===== config.mk =====
export PLATFORM = sky130hd
export DESIGN_NAME = spi_pkt_receiver
export DESIGN_NICKNAME = d
export VERILOG_FILES = /design/src/rtl/spi_pkt_receiver_pkg.sv /design/src/rtl/spi_pkt_receiver_word_fifo.sv /design/src/rtl/spi_pkt_receiver.sv
export SDC_FILE = /design/constraint.sdc
export NUM_CORES = 1
export LEC_CHECK = 0
export BUFFER_PORTS_ARGS = -buffer_cell sky130_fd_sc_hd__buf_2
export CORE_MARGIN = 1.5
export CORE_UTILIZATION = 40
export DETAILED_ROUTE_END_ITERATION = 6
export PLACE_DENSITY = 0.54
export SYNTH_ARGS = -nofsm -noshare
export SYNTH_HDL_FRONTEND = slang
export SYNTH_SLANG_ARGS = --single-unit

===== constraint.sdc =====
create_clock -name clk -period 8.2 [get_ports clk]
set_input_delay 0.41 -clock clk [delete_from_list [all_inputs] [get_ports clk]]
set_output_delay 0.41 -clock clk [all_outputs]
set_load 0.1 [all_outputs]

===== src/rtl/spi_pkt_receiver_pkg.sv =====
// Shared definitions for the SPI packet receiver: receiver states, packet
// header field offsets, TPP opcodes and a saturating counter helper.
package spi_pkt_receiver_pkg;

    // Receiver control states
    typedef enum logic [2:0] {
        ST_IDLE    = 3'd0,
        ST_RECV    = 3'd1,
        ST_FLUSH   = 3'd2,
        ST_HANDOFF = 3'd3,
        ST_DROP    = 3'd4
    } rxState_e;

    // Word offsets of the packet header fields
    localparam int OPCODE_IDX = 0;
    localparam int LEN_IDX    = 1;

    // TPP opcodes carried in word 0 of a packet
    localparam logic [31:0] TPP_OP_NOP   = 32'h0000_0000;
    localparam logic [31:0] TPP_OP_WRITE = 32'h0000_0001;
    localparam logic [31:0] TPP_OP_READ  = 32'h0000_0002;
    localparam logic [31:0] TPP_OP_EXEC  = 32'h0000_0003;

    // Increment an 8-bit counter, holding at its maximum value
    function automatic logic [7:0] satInc8(input logic [7:0] value);
        return (value == 8'hFF) ? value : value + 8'd1;
    endfunction

endpackage


===== src/rtl/spi_pkt_receiver_word_fifo.sv =====
// Small synchronous word FIFO with show-ahead read data, a synchronous clear
// and full/empty flags. DEPTH must be a power of two, at least 2.
module word_fifo #(
    parameter int DEPTH = 4,
    parameter int WIDTH = 32
) (
    input  logic             clk,
    input  logic             rst,
    input  logic             clear_i,
    input  logic             push_i,
    input  logic [WIDTH-1:0] pushData_i,
    input  logic             pop_i,
    output logic [WIDTH-1:0] popData_o,
    output logic             full_o,
    output logic             empty_o
);

    localparam int AW = (DEPTH > 1) ? $clog2(DEPTH) : 1;

    logic [WIDTH-1:0] storage_q [DEPTH];
    logic [AW-1:0]    wrPtr_q;
    logic [AW-1:0]    rdPtr_q;
    logic [AW:0]      count_q;
    logic             pushOk;
    logic             popOk;

    // Flags, head-of-queue data and the qualified push/pop strobes
    always_comb begin
        full_o    = (count_q == (AW+1)'(DEPTH));
        empty_o   = (count_q == '0);
        popData_o = storage_q[rdPtr_q];
        pushOk    = push_i && !full_o;
        popOk     = pop_i && !empty_o;
    end

    // Pointer and occupancy tracking; a simultaneous push and pop leaves the count unchanged
    always_ff @(posedge clk or posedge rst) begin
        if (rst) begin
            wrPtr_q <= '0;
            rdPtr_q <= '0;
            count_q <= '0;
        end else if (clear_i) begin
            wrPtr_q <= '0;
            rdPtr_q <= '0;
            count_q <= '0;
        end else begin
            if (pushOk) begin
                wrPtr_q <= wrPtr_q + 1'b1;
            end
            if (popOk) begin
                rdPtr_q <= rdPtr_q + 1'b1;
            end
            case ({pushOk, popOk})
                2'b10:   count_q <= count_q + 1'b1;
                2'b01:   count_q <= count_q - 1'b1;
                default: count_q <= count_q;
            endcase
        end
    end

    // Word storage; contents need no reset because the pointers define validity
    always_ff @(posedge clk) begin
        if (pushOk && !clear_i) begin
            storage_q[wrPtr_q] <= pushData_i;
        end
    end

endmodule


===== src/rtl/spi_pkt_receiver.sv =====
// SPI packet receiver: assembles little-endian words from an SPI byte stream,
// buffers them in a word FIFO, writes them to a packet buffer in memory and
// hands complete packets to a downstream parser. Malformed, oversize or
// overflowing packets are dropped and counted.
module spi_pkt_receiver
    import spi_pkt_receiver_pkg::*;
#(
    parameter int ADDR_SIZE  = 23,
    parameter int BUF_BASE   = 0,
    parameter int BUF_WORDS  = 1024,
    parameter int FIFO_DEPTH = 4
) (
    input  logic                 clk,
    input  logic                 rst,
    input  logic                 rx_frame,
    input  logic [7:0]           rx_byte,
    input  logic                 rx_valid,
    output logic [ADDR_SIZE-1:0] mem_ptr,
    output logic [31:0]          mem_data_store,
    output logic                 mem_w_en,
    input  logic                 mem_done,
    output logic                 pkt_avail,
    output logic [ADDR_SIZE-1:0] pkt_region_begin,
    output logic [ADDR_SIZE-1:0] pkt_region_end,
    input  logic                 dpr_done,
    output logic [7:0]           err_count
);

    rxState_e              state_q;
    logic [1:0]            byteCnt_q;
    logic [23:0]           assembly_q;
    logic                  pushValid_q;
    logic [31:0]           pushData_q;
    logic [31:0]           wordIdx_q;
    logic [31:0]           totalWords_q;
    logic [31:0]           writeIdx_q;
    logic                  memWEn_q;
    logic [ADDR_SIZE-1:0]  memPtr_q;
    logic [31:0]           memData_q;
    logic                  pktAvail_q;
    logic [ADDR_SIZE-1:0]  regionEnd_q;
    logic [7:0]            errCount_q;
    logic                  ignoreFrame_q;

    logic                  fifoPush_d;
    logic                  fifoPop_d;
    logic                  fifoClear_d;
    logic                  writeStart_d;
    logic                  lenOversize_d;
    logic [31:0]           fifoRdata;
    logic                  fifoFull;
    logic                  fifoEmpty;

    word_fifo #(
        .DEPTH (FIFO_DEPTH),
        .WIDTH (32)
    ) u_word_fifo (
        .clk        (clk),
        .rst        (rst),
        .clear_i    (fifoClear_d),
        .push_i     (fifoPush_d),
        .pushData_i (pushData_q),
        .pop_i      (fifoPop_d),
        .popData_o  (fifoRdata),
        .full_o     (fifoFull),
        .empty_o    (fifoEmpty)
    );

    // FIFO and write-engine strobes derived from the registered state
    always_comb begin
        fifoPush_d    = pushValid_q && (state_q == ST_RECV);
        fifoClear_d   = (state_q == ST_DROP);
        fifoPop_d     = memWEn_q && mem_done;
        writeStart_d  = !memWEn_q && !fifoEmpty &&
                        ((state_q == ST_RECV) || (state_q == ST_FLUSH));
        lenOversize_d = ({1'b0, pushData_q} + 33'd2) > 33'(BUF_WORDS);
    end

    // Receive FSM, byte assembly, write engine and error accounting
    always_ff @(posedge clk or posedge rst) begin
        if (rst) begin
            state_q       <= ST_IDLE;
            byteCnt_q     <= '0;
            assembly_q    <= '0;
            pushValid_q   <= 1'b0;
            pushData_q    <= '0;
            wordIdx_q     <= '0;
            totalWords_q  <= '0;
            writeIdx_q    <= '0;
            memWEn_q      <= 1'b0;
            memPtr_q      <= '0;
            memData_q     <= '0;
            pktAvail_q    <= 1'b0;
            regionEnd_q   <= '0;
            errCount_q    <= '0;
            ignoreFrame_q <= 1'b0;
        end else begin
            pushValid_q <= 1'b0;

            case (state_q)
                ST_IDLE: begin
                    if (rx_valid && rx_frame && !ignoreFrame_q) begin
                        state_q          <= ST_RECV;
                        assembly_q       <= {16'd0, rx_byte};
                        byteCnt_q        <= 2'd1;
                        wordIdx_q        <= '0;
                        writeIdx_q       <= '0;
                    end
                end

                ST_RECV: begin
                    if (rx_valid && rx_frame) begin
                        if (fifoFull) begin
                            state_q    <= ST_DROP;
                            errCount_q <= satInc8(errCount_q);
                        end else begin
                            byteCnt_q <= byteCnt_q + 2'd1;
                            case (byteCnt_q)
                                2'd0: assembly_q[7:0]   <= rx_byte;
                                2'd1: assembly_q[15:8]  <= rx_byte;
                                2'd2: assembly_q[23:16] <= rx_byte;
                                default: begin
                                    pushData_q  <= {rx_byte, assembly_q};
                                    pushValid_q <= 1'b1;
                                end
                            endcase
                        end
                    end

                    if (pushValid_q) begin
                        wordIdx_q <= wordIdx_q + 32'd1;
                        if (wordIdx_q == 32'(LEN_IDX)) begin
                            totalWords_q <= pushData_q + 32'd2;
                            if (lenOversize_d) begin
                                state_q    <= ST_DROP;
                                errCount_q <= satInc8(errCount_q);
                            end else if (pushData_q == 32'd0) begin
                                state_q <= ST_FLUSH;
                            end
                        end else if ((wordIdx_q > 32'(LEN_IDX)) &&
                                     (wordIdx_q + 32'd1 == totalWords_q)) begin
                            state_q <= ST_FLUSH;
                        end
                    end else if (!rx_frame) begin
                        state_q    <= ST_DROP;
                        errCount_q <= satInc8(errCount_q);
                    end
                end

                ST_FLUSH: begin
                    if (fifoEmpty && !memWEn_q) begin
                        state_q     <= ST_HANDOFF;
                        pktAvail_q  <= 1'b1;
                        regionEnd_q <= ADDR_SIZE'(32'(BUF_BASE) + totalWords_q - 32'd1);
                    end
                end

                ST_HANDOFF: begin
                    if (dpr_done && pktAvail_q) begin
                        pktAvail_q <= 1'b0;
                        state_q    <= ST_IDLE;
                    end
                end

                ST_DROP: begin
                    if (!rx_frame && !memWEn_q) begin
                        state_q <= ST_IDLE;
                    end
                end

                default: begin
                    state_q <= ST_IDLE;
                end
            endcase

            if (!rx_frame) begin
                ignoreFrame_q <= 1'b0;
            end else if (rx_valid && !ignoreFrame_q &&
                         ((state_q == ST_FLUSH) || (state_q == ST_HANDOFF))) begin
                ignoreFrame_q <= 1'b1;
                errCount_q    <= satInc8(errCount_q);
            end

            if (writeStart_d) begin
                memWEn_q  <= 1'b1;
                memPtr_q  <= ADDR_SIZE'(32'(BUF_BASE) + writeIdx_q);
                memData_q <= fifoRdata;
            end else if (fifoPop_d) begin
                memWEn_q   <= 1'b0;
                writeIdx_q <= writeIdx_q + 32'd1;
            end
        end
    end

    assign mem_ptr          = memPtr_q;
    assign mem_data_store   = memData_q;
    assign mem_w_en         = memWEn_q;
    assign pkt_avail        = pktAvail_q;
    assign pkt_region_begin = ADDR_SIZE'(BUF_BASE);
    assign pkt_region_end   = regionEnd_q;
    assign err_count        = errCount_q;

endmodule

# Word level (Yosys, flattened, before mapping)
# Memories as Yosys holds them, arrays and structs flattened. A register that Yosys moved wholly into a read port is not among the register bits.
# Index checks and enable logic that the tools add are counted.
# classes
order_cmp	2
n_eq_ne	23
muxes	60
n_addsub	11
n_reduce_logical	44
n_bitwise	2
# ops
operator	n
two-way mux 32 bit	6
two-way mux 8 bit	13
two-way mux 24 bit	3
adder 32 x 1 -> 32 bit (second input constant)	2
case mux 32 bit (2 select lines)	1
case mux 24 bit (2 select lines)	1
two-way mux 3 bit	13
adder 32 x 2 -> 33 bit (second input constant)	1
> comparator 33 x 11 -> 1 bit (second input constant)	1
adder 32 x 2 -> 32 bit (second input constant)	1
equality test 32 x 1 -> 1 bit (second input constant)	1
equality test 32 bit	1
> comparator 32 x 1 -> 1 bit (second input constant)	1
logical NOT 32 bit	1
subtractor 23 x 1 -> 23 bit (second input constant)	1
logical AND 1 bit	15
case mux 3 bit (5 select lines)	1
AND reduction 5 bit	3
two-way mux 2 bit	7
two-way mux 1 bit	12
inequality test 2 bit (second input constant)	6
AND reduction 4 bit	3
inequality test 2 x 1 -> 1 bit (second input constant)	5
nonzero test 2 bit	5
22 further kinds	38
# totals
ff_bits	222
input_bits	14
memories	1
elab_cells	162
output_inout_bits	111
mem_bits_rw	128
# mem_list
memory	depth	width	rd	rd_clocked_by_memory_dff	wr	line_no	source
u_word_fifo.storage_q	4	32	1	1	1	spi_pkt_receiver_word_fifo.sv:20	logic [WIDTH-1:0] storage_q [DEPTH];

# Longest topological paths before layout
# logic_depth
word_depth	10
mapped_depth	12
depth_no_buf	11

# Hierarchy
# Synthesis repeated with hierarchy kept, for this count alone.
# unflattened
cells_unflattened	1550
hier_area_um2	18033.5
# by_module_without_submodules
module	seq_area_each_um2	cells_per_inst	n_inst	area_each_um2
spi_pkt_receiver	5955.7	1317	1	12792.3
word_fifo	4018.9	233	1	5241.3

# Least setup slack after synthesis
# Ideal clock, no wire load.
# synth_timing
path_type	reg-to-reg
startpoint	register pushData_q[1]
endpoint	register errCount_q[3], in the netlist err_count[3]
arrival_time_ns	3.140
setup_ns	0.129
stages_incl_launch_ff	12
path_slack_ns	4.932
path_buffers	1
synth_period_minus_slack_ns	3.268
t_required_ns	8.071
cell_sequence	dfrtp_1 ha_1 nand4_2 nor3_4 and2_1 buf_2 a41oi_1 or4_4 nor4_4 o21ai_2 o211ai_1 mux2_1
# synth_via
elab_chain_len	8
# synth_rtl
item	line_no	source
start: declaration	spi_pkt_receiver.sv:33	logic [31:0] pushData_q;
start signal: assignment	spi_pkt_receiver.sv:123	pushData_q <= {rx_byte, assembly_q};
adder 32 x 2 -> 33 bit *	spi_pkt_receiver.sv:76	lenOversize_d = ({1'b0, pushData_q} + 33'd2) > 33'(BUF_WORDS);
> comparator 33 x 11 -> 1 bit *	spi_pkt_receiver.sv:76	
two-way mux 8 bit *	spi_pkt_receiver.sv:134	if (lenOversize_d) begin
two-way mux 8 bit *	spi_pkt_receiver.sv:132	if (wordIdx_q == 32'(LEN_IDX)) begin
two-way mux 8 bit *	spi_pkt_receiver.sv:130	if (pushValid_q) begin
two-way mux 8 bit *	spi_pkt_receiver.sv:100	case (state_q)
two-way mux 8 bit	spi_pkt_receiver.sv:178	end else if (rx_valid && !ignoreFrame_q &&
two-way mux 8 bit *	spi_pkt_receiver.sv:176	if (!rx_frame) begin
end signal: assignment	spi_pkt_receiver.sv:115	errCount_q <= satInc8(errCount_q);
end signal: assignment	spi_pkt_receiver.sv:136	errCount_q <= satInc8(errCount_q);
end signal: assignment	spi_pkt_receiver.sv:181	errCount_q <= satInc8(errCount_q);
end: declaration	spi_pkt_receiver.sv:42	logic [7:0] errCount_q;
# Mark *: on every way between the ends. The rest lies on a longest branch, timed or not.
# A chain may end at the register's enable or synchronous reset.

# Worst setup path after layout
# layout_timing
startpoint	register pushData_q[1]
endpoint	register errCount_q[5], in the netlist err_count[5]
# The elaborated chain is that of the path after synthesis.

==> results by group <==
Routing
  • Via count: 12440
  • WL/cell: 19.87 microns
  • Antenna Violating Nets Remaining: 0
  • Final WL: 44830 microns
  • Vias per Instance: 5.514
  • DRT iter0 DRCs: 1030
  • DRT Pass-1 Iters: 5
  • Residual DRC: 0

Power and ir drop
  • Cell area power density: 347.7 nW/um^2
  • Clock share of power: 0.266
  • Sw frac: 0.4129
  • Comb pwr share: 0.342
  • Peak VDD IR: 0.0002440 V
  • Pint: 4.132 mW
  • Leak: 8.350 nW
  • NetSw: 2.906 mW
  • Reg power frac: 0.392

Floorplanning
  • Core ar.: 44320 sq um
  • Die X: 215.1 microns
  • # rows: 77
  • IO Count: 125
  • Starting Density: 0.4062
  • Die area: 46280 sq um
  • Die height: 215.1 microns

Timing
  • Post-route clock period utilization: 0.4762
  • Slew Limit Fails: 0
  • Final min period: 3.905 ns
  • Setup_tns: 0 ns
  • Slew Limit Headroom: 0.2985
  • RSZ-0062 raised after global routing: no
  • Setup Viol. Count Final: 0
  • Hold Slack: -0.03078 ns
  • Hold Violations, Final: 14
  • FMAX: 256.1 MHz
  • Skew final: 0.01492 ns
  • Worst Tran Pin Value: 1.052 ns

Setup path
  • Crit start category: register
  • Setup crit start: pushData_q[1]$_DFFE_PP0P_
  • Crit path max fanout: 13
  • Critical Path Sink Type: register
  • Crit path to: err_count[5]$_DFF_PP0_
  • R2r endpoint: err_count[5]$_DFF_PP0_
  • FF-to-FF setup slack: 4.30 ns
  • CP Data Required Time: 8.65 ns
  • Worst R2R Path Depth: 10
  • Arr. time, crit path: 4.36 ns
  • FF-to-FF Start: pushData_q[1]$_DFFE_PP0P_
  • Kind of critical path: register to register

Synthesis
  • Warnings, synthesis: 0
  • Netlist cell types: 69
  • Syn Inst Count: 1582
  • Avg Cell Area, Syn: 11.38 sq um
  • Fraction of registers with async set/reset: 0.6568
  • Number of synthesized flops with an enable pin: 128
  • Post-Syn Area: 18000 sq um
  • Yosys reg bits: 373
  • Main flop type after synthesis: dfrtp_1
  • Register area share after synthesis: 0.5541

Global routing
  • Vias in the first global route: 12070
  • Total global routing overflow: 0
  • GRT Util Overall: 0.1964
  • Largest net degree at the start of global routing: 142
  • Initial antenna violation count: 0
  • First-pass GRT wire length: 71190 microns

Outcome
  • Run status: complete, but fails checks
  • Failing checks: hold timing

Job
  • Maxcap violations: 0

Clock tree
  • Clock slew at reported path FFs: 0.06 ns
  • CTS Sinks: 373
  • CTS Buffer Depth: 3
  • Hold-fix buffers, CTS: 0
  • Post-CTS resize count: 0
  • Total CTS buffers: 43
  • Post CTS Setup Buffer Count: 0
  • CTS H-tree depth: 2
  • Insertion delay to the later sink of the worst-skew pair: 0.58 ns
  • CTS tree: yes
  • CTS Root Cell: clkbuf_16

Final layout
  • P&R area growth vs syn: 12.46%
  • Final net count: 1660
  • Layout cell share with drive strength beyond 1: 0.2032
  • FILL cells: 4151
  • Post-route cell area: 20240 sq um

Place
  • Port Buffers: 101
  • GP Congestion: 0.8546
  • Post-DP Area: 18870 sq um
  • Hpwl dp: 29950 microns

Hold path
  • Worst min path class: input pin to asynchronous set/reset pin
[registers in the layout, indices dropped and copies added, names as in the netlist]
register and flops:
wordIdx_q 32, mem_w_en 1, assembly_q 24, u_word_fifo.count_q 3, state_q 3, totalWords_q 32
u_word_fifo.storage_q 128, pkt_region_end 23, byteCnt_q 2, pkt_avail 1, u_word_fifo.wrPtr_q 2, pushValid_q 1
ignoreFrame_q 1, u_word_fifo.rdPtr_q 2, mem_data_store 32, writeIdx_q 23, err_count 8, pushData_q 32
mem_ptr 23
[placed cells by master (no fill, tap or decap), types with 7 or more instances in the layout]
cell type  netlist  routed
nand3_1         74      73
nand2b_1         8       8
o31ai_1         16      16
conb_1           1      23
inv_1           21      20
mux2i_1          7       7
nand2_1        175     175
o41ai_1          7       7
clkinv_2         0      11
and2_1          18      18
nor4_1          30      30
mux2_2         101     101
edfxtp_1       128     128
clkbuf_1        92       7
a211oi_1         7       7
mux4_2          32      32
xnor2_1         72      72
or3_1           10      10
xor2_1          34      34
clkbuf_16        0      43
a21oi_1         23      22
a31oi_1         18      18
nor3_1          27      27
nand4_1         34      34
nor2b_1          9       9
and3_1          36      36
dfrtp_1        245     244
buf_2           12     101
buf_4           25      14
nor2_1          65      65
o21ai_0        150     150
and4_1          10      10
ha_1            15      15
[power by group through the flow]
stage	Sequential, mW	Combinational [mW]	Clock, mW
after floorplan	3.36	1.27	0
after CTS	2.75	2.43	1.93
after global routing	2.82	2.57	2.00
final	2.76	2.40	1.87
after global placement	2.77	2.40	0
after detailed placement	2.79	2.43	0
[stage by stage]
stage | cells | total power, mW | utilization | setup WS, ns | hold slack, ns
6_report | 2256 | 7.038 | 0.4568 | 4.295 | -0.03078
5_1_grt | 2255 | 7.385 | 0.4567 | 3.974 | 0.05092
4_1_cts | 2255 | 7.115 | 0.4567 | 4.341 | 0.01019
3_5_place_dp | 2177 | 5.215 | 0.4258 | 4.383 | 0.4648
3_3_place_gp | 2177 | 5.177 | 0.4258 | 4.479 | 0.4574
2_1_floorplan | 1604 | 4.634 | - | 1.060 | 0.4460
[synth_stat cells (all sizes together) (21+ instances only)]
cell type	n	area, sq um
a21oi	24	123.9
and3	36	225.2
buf	42	266.5
clkbuf	93	350.3
dfrtp	245	6131
edfxtp	128	3844
inv	21	78.83
mux2	102	1149
mux4	32	720.7
nand2	175	656.9
nand3	74	370.4
nand4	36	246.5
nor2	65	244.0
nor3	28	151.4
nor4	32	230.2
o21ai	151	759.5
xnor2	72	630.6
xor2	34	297.8
[layout make-up]
class                   count  area [sq um]  share of cell area
clock inverters            22         185.2            0.009148
well taps                 592         740.7             0.03659
flip-flops and latches    373          9976              0.4928
diodes                      1         2.502           0.0001236
inverters                  21         86.33            0.004265
clock buffers              56          1185             0.05853
multi-input cells        1075          7437              0.3674
repair buffers            116         630.6             0.03115
[layer usage]
| layer | vias up | routed length (microns) | global-route usage |
|---|---|---|---|
| met5 | - | 0 | 0 |
| met4 | 0 | 1002 | 0.06107 |
| met3 | 63 | 2225 | 0.03312 |
| met2 | 299 | 20620 | 0.3094 |
| met1 | 6241 | 20980 | 0.2773 |
| li1 | 5837 | - | - |
[critical path, stage by stage (launching register included)]
cell and delay [ns]:
dfrtp_1 0.60, ha_1 0.29, nand4_2 0.18, nor3_4 0.46
and2_1 0.37, a41oi_1 0.17, or4_4 0.53, nor4_4 0.37
o21ai_2 0.21, o21ai_0 0.23, mux2_2 0.35
[worst min path at each step]
stage | start | to | slack (ns)
5_1_grt | rst | pkt_region_end[18]$_DFFE_PP0P_ | 0.05
4_1_cts | rst | pkt_region_end[6]$_DFFE_PP0P_ | 0.01
3_5_place_dp | mem_ptr[10]$_DFFE_PP0P_ | mem_ptr[10]$_DFFE_PP0P_ | 0.46
3_3_place_gp | mem_ptr[9]$_DFFE_PP0P_ | mem_ptr[9]$_DFFE_PP0P_ | 0.46
2_1_floorplan | assembly_q[10]$_DFFE_PP0P_ | pushData_q[10]$_DFFE_PP0P_ | 0.45
6_report | rst | wordIdx_q[3]$_DFFE_PP0P_ | -0.03
[cells by family after synthesis]
kind of cell               share of synthesized area
xor gates and xnor gates                     0.05158
and+or+nand+nor                               0.1491
buffers and inverters                        0.03865
adders and majority gates                    0.01154
DFF                                           0.5542
muxes                                         0.1077
other                                      0.0002083
AOI/OAI and AO/OA                            0.08703
(Power assumes the default switching activity.)
